--- src/rtl/seq_multiplier.sv ---
// Iterative radix-2 shift-add multiplier, signed/unsigned, full 2N-bit product.
// Optional macro SEQ_MULT_EARLY_TERM_EN: leave RUN once the remaining multiplier bits are all zero.
module seq_multiplier #(
  parameter int N = 16
) (
  input  logic         clk,
  input  logic         rst,
  input  logic         start,
  input  logic         signed_mode,
  input  logic [N-1:0] opA,
  input  logic [N-1:0] opB,
  output logic         busy,
  output logic         done,
  output logic [N-1:0] out_lo,
  output logic [N-1:0] out_hi
);

  localparam int CW = $clog2(N);
  localparam logic [N-1:0]   ONE_N  = {{(N-1){1'b0}}, 1'b1};
  localparam logic [2*N-1:0] ONE_2N = {{(2*N-1){1'b0}}, 1'b1};
  localparam logic [CW-1:0]  LAST_CNT = CW'(N - 1);

  typedef enum logic [1:0] {IDLE, RUN, DONE} state_t;

  state_t         state_q, state_d;
  logic           mode_q, mode_d;
  logic           neg_q, neg_d;
  logic [N-1:0]   mag_q, mag_d;
  logic [N-1:0]   mplr_q, mplr_d;
  logic [2*N-1:0] acc_q, acc_d;
  logic [CW-1:0]  cnt_q, cnt_d;
  logic [2*N-1:0] out_q, out_d;

  logic           a_neg, b_neg, last_iter;
  logic [2*N-1:0] addend, acc_sum;

  always_comb begin
    state_d = state_q;
    mode_d  = mode_q;
    neg_d   = neg_q;
    mag_d   = mag_q;
    mplr_d  = mplr_q;
    acc_d   = acc_q;
    cnt_d   = cnt_q;
    out_d   = out_q;

    a_neg   = signed_mode & opA[N-1];
    b_neg   = signed_mode & opB[N-1];
    addend  = mplr_q[0] ? ({{N{1'b0}}, mag_q} << cnt_q) : '0;
    acc_sum = acc_q + addend;
`ifdef SEQ_MULT_EARLY_TERM_EN
    last_iter = (cnt_q == LAST_CNT) || (mplr_q[N-1:1] == '0);
`else
    last_iter = (cnt_q == LAST_CNT);
`endif

    case (state_q)
      RUN: begin
        acc_d  = acc_sum;
        mplr_d = mplr_q >> 1;
        cnt_d  = cnt_q + 1'b1;
        if (last_iter) begin
          state_d = DONE;
          out_d   = (mode_q && neg_q) ? (~acc_sum + ONE_2N) : acc_sum;
        end
      end
      default: begin
        if (start) begin
          // Magnitude of -2^(N-1) wraps to 2^(N-1), which is the correct unsigned value
          state_d = RUN;
          mode_d  = signed_mode;
          neg_d   = a_neg ^ b_neg;
          mag_d   = a_neg ? (~opA + ONE_N) : opA;
          mplr_d  = b_neg ? (~opB + ONE_N) : opB;
          acc_d   = '0;
          cnt_d   = '0;
        end else begin
          state_d = IDLE;
        end
      end
    endcase
  end

  always_ff @(posedge clk or posedge rst) begin
    if (rst) begin
      state_q <= IDLE;
      mode_q  <= 1'b0;
      neg_q   <= 1'b0;
      mag_q   <= '0;
      mplr_q  <= '0;
      acc_q   <= '0;
      cnt_q   <= '0;
      out_q   <= '0;
    end else begin
      state_q <= state_d;
      mode_q  <= mode_d;
      neg_q   <= neg_d;
      mag_q   <= mag_d;
      mplr_q  <= mplr_d;
      acc_q   <= acc_d;
      cnt_q   <= cnt_d;
      out_q   <= out_d;
    end
  end

  assign busy   = (state_q == RUN);
  assign done   = (state_q == DONE);
  assign out_lo = out_q[N-1:0];
  assign out_hi = out_q[2*N-1:N];

endmodule

--- config.mk ---
export PLATFORM = sky130hd
export DESIGN_NAME = seq_multiplier
export DESIGN_NICKNAME = d
export VERILOG_FILES = /design/src/rtl/seq_multiplier.sv
export SDC_FILE = /design/constraint.sdc
export NUM_CORES = 1
export LEC_CHECK = 0
export BUFFER_PORTS_ARGS = -buffer_cell sky130_fd_sc_hd__buf_2
export CAP_MARGIN = 20
export CORE_MARGIN = 5
export CORE_UTILIZATION = 33
export CTS_CLUSTER_SIZE = 28
export DETAILED_ROUTE_END_ITERATION = 10
export PLACE_DENSITY_LB_ADDON = 0.1
export SYNTH_ARGS = -nofsm -noshare
export SYNTH_HDL_FRONTEND = slang
export SYNTH_SLANG_ARGS = --single-unit
--- constraint.sdc ---
create_clock -name clk -period 4.45 [get_ports clk]
set_input_delay 0.6675 -clock clk [delete_from_list [all_inputs] [get_ports clk]]
set_output_delay 0.6675 -clock clk [all_outputs]
set_load 0.02 [all_outputs]
==> results_dict.tcl <==
set metrics [dict create \
    core_sq_mm 0.0244 \
    postRouteAntennaNets 0 \
    avgSynthCellArea_sq_um 8.02 \
    path_clk_slew_ns 0.08 \
    drv_slew 0 \
    yosys-top-cells-area "dfrtp_1 (32%), nand2_1 (7.4%), o21ai_0 (6.7%)" \
    dieArea_sq_mm 0.0281 \
    r2r_start "cnt_q[0]" \
    fin_crit_sh 0.970 \
    fin_cells 1474 \
    final_layout_size_suffix_gt1_frac 0.253 \
    setup.worst_path.start "cnt_q[0]" \
    relSlewSlack 0.350 \
    outcome "finished clean" \
    dp_hpwl_um 17500 \
    yosysUniqueCellTypes 80 \
    grt_pass1_wl_um 38100 \
    clk_path_buf_depth 2 \
    routed_via_density 5.14 \
    ctsRootBufferMaster "clkbuf_16" \
    min_path_type "input pin to async pin" \
    p_leak_nw 4.43 \
    grt_max_degree 65 \
    async_flop_share 1.00 \
    dieWidth_um 168 \
    antenna_found_initial 0 \
    ff2ff_path_depth 14 \
    synth_area_sq_mm 0.00819 \
    row_count 57 \
    fin_skew_ns 0.0121 \
    firstDrtPassIters 5 \
    clk_latency_ns 0.36 \
    ys.flop_type "dfrtp_1" \
    routabilityCongestion 0.879 \
    start_util 0.336 \
    gr-total-overflow 0 \
    tightest_slew_ns 0.975 \
    grt_pass1_vias 7039 \
    synth_area_leader_cell "dfrtp_1" \
    area_delta_synth_final_pct 25.8 \
    nets 1217 \
    wl_um 23800 \
    yosys.area.top_type_share 0.318 \
    drc_errors 0 \
    ys_seq_area_frac 0.318 \
    cap_viol_max_count 0 \
    setup_viol 0 \
    wl_per_cell_um 16.2 \
    vias 7579 \
    yosysMostFrequentCell "nand2_1" \
    synth_fp_nets 1094 \
    io_buffers 69 \
    dp_cells 1430 \
    powerDensity_mw_per_mm2 853 \
    worstPathRequired_ns 4.70 \
    ir_drop_mv 0.270 \
    period_needed_ns 4.32 \
    critPathLaunchType "flop" \
    ys_top_cells_by_count "nand2_1 (161), o21ai_0 (109), dfrtp_1 (104)" \
    cts_buffers 9 \
    grt.total_usage 0.163 \
    critPathCaptureType "flop" \
    timing_hold_violations_final 0 \
    synthCells 1022 \
    fmax_ghz 0.232 \
    arrival_ns 4.56 \
    synth-edff-count 0 \
    cts_sinks 104 \
    diodes 0 \
    die_y_um 168 \
    postLayoutCoreUtil 0.423 \
    cts_tree "done" \
    cp_max_fo 7 \
    pin_count 70 \
    crit_type "flop to flop" \
    ys_seq_elements 104 \
    synth_warnings 0 \
    cts_max_level 3 \
    drt_iter0_markers 610 \
]
## cells by family (layout without fill, tap and decap cells)
group                      Yosys count  in the layout  synth area share
buffers and inverters               88            215            0.0426
and+or+nand+nor                    400            401             0.235
AOI/OAI and AO/OA                  289            289             0.223
xor gates and xnor gates            74             74            0.0814
DFF                                104            104             0.318
muxes                               31             31            0.0449
adders and majority gates           36             36            0.0559
## placed cells by master, fill, tap and decap left out, drive strengths merged, types with 3 or more instances in the layout
master,Yosys,layout
nor3,24,24
o211ai,10,10
mux2,6,6
mux2i,21,21
o21a,6,6
o41ai,3,3
a21boi,3,3
and2,11,11
dfrtp,104,104
a21o,6,6
nor2b,5,5
a211o,3,3
a21oi,77,77
nand3,26,26
mux4,4,4
buf,11,168
nand2b,7,7
ha,35,35
o31ai,14,14
nor2,87,87
xor2,36,36
o21bai,5,5
nand4,13,14
or3,9,9
clkbuf,49,13
nand2,161,161
a311oi,3,3
o21ai,121,121
a211oi,8,8
and3,5,5
nand3b,33,33
inv,27,29
a31oi,6,6
nor4,9,9
xnor2,38,38
## what timing repair did
item	in CTS	in global routing
endpoints found under the setup margin	7	15
gates resized for setup	4	91
cloned	0	4
hold buffers	0	0
pin swaps	0	35
setup buffers	0	24
hold endpoints to repair	0	0
## critical path, stage by stage, from the launching register on
cell and delay [ns]:
dfrtp_2 0.44, buf_12 0.14, mux4_2 0.53, and2_4 0.19, o311a_4 0.32, ha_4 0.31, nand4_1 0.16, or4_4 0.57
nor3_4 0.28, nor2_2 0.09, a311oi_2 0.31, nand4_1 0.24, o41ai_4 0.40, xnor2_1 0.15, o21ai_1 0.07
## path summary, 6_finish.rpt
check | to | slack [ns]
worst min register to register | out_q[19] | 0.48
min in group clk | out_q[19] | 0.48
worst max-delay path | out_q[31] | 0.13
max in group asynchronous | out_q[21] | 3.32
worst min-delay path | out_q[1] | 0.44
worst max register to register | out_q[31] | 0.13
## registers in the layout, indices dropped and copies added, names as in the netlist
signal,count
acc_q,32
out_q,32
mag_q,16
mplr_q,16
cnt_q,4
state_q,2
mode_q,1
neg_q,1
## layer usage
metal,vias to the layer above,global-route usage,share of wire
met5,-,0,0
met1,3533,0.245,0.51
met2,152,0.245,0.44
met4,0,0.0356,0.0099
li1,3878,-,-
met3,16,0.0281,0.040
## layout make-up
class	instances	area, sq um
fill	2517	14100
inverter	28	111
multi-input combinational	831	5660
timing repair buffer	171	1210
tap	324	405
sequential	104	2610
clock buffer	10	239
clock inverter	6	75.1
## report_power, final
group          internal, W  switching, W
sequential         0.00137      0.000319
clock             0.000462      0.000412
combinational      0.00272       0.00351
## through the flow
step	total power [W]	cell area, sq um	worst slack, ns	setup TNS (ns)	hold slack (ns)
2_1_floorplan	0.00521	8190	0.0840	0	0.445
3_3_place_gp	0.00709	9320	-0.0970	-0.360	0.453
3_5_place_dp	0.00710	9320	-0.106	-0.375	0.463
4_1_cts	0.00802	9650	0.00459	0	0.451
5_1_grt	0.00956	10300	-0.106	-0.109	0.494
6_report	0.00879	10300	0.134	0	0.441
Note: power is estimated with default switching activity, not from simulation.
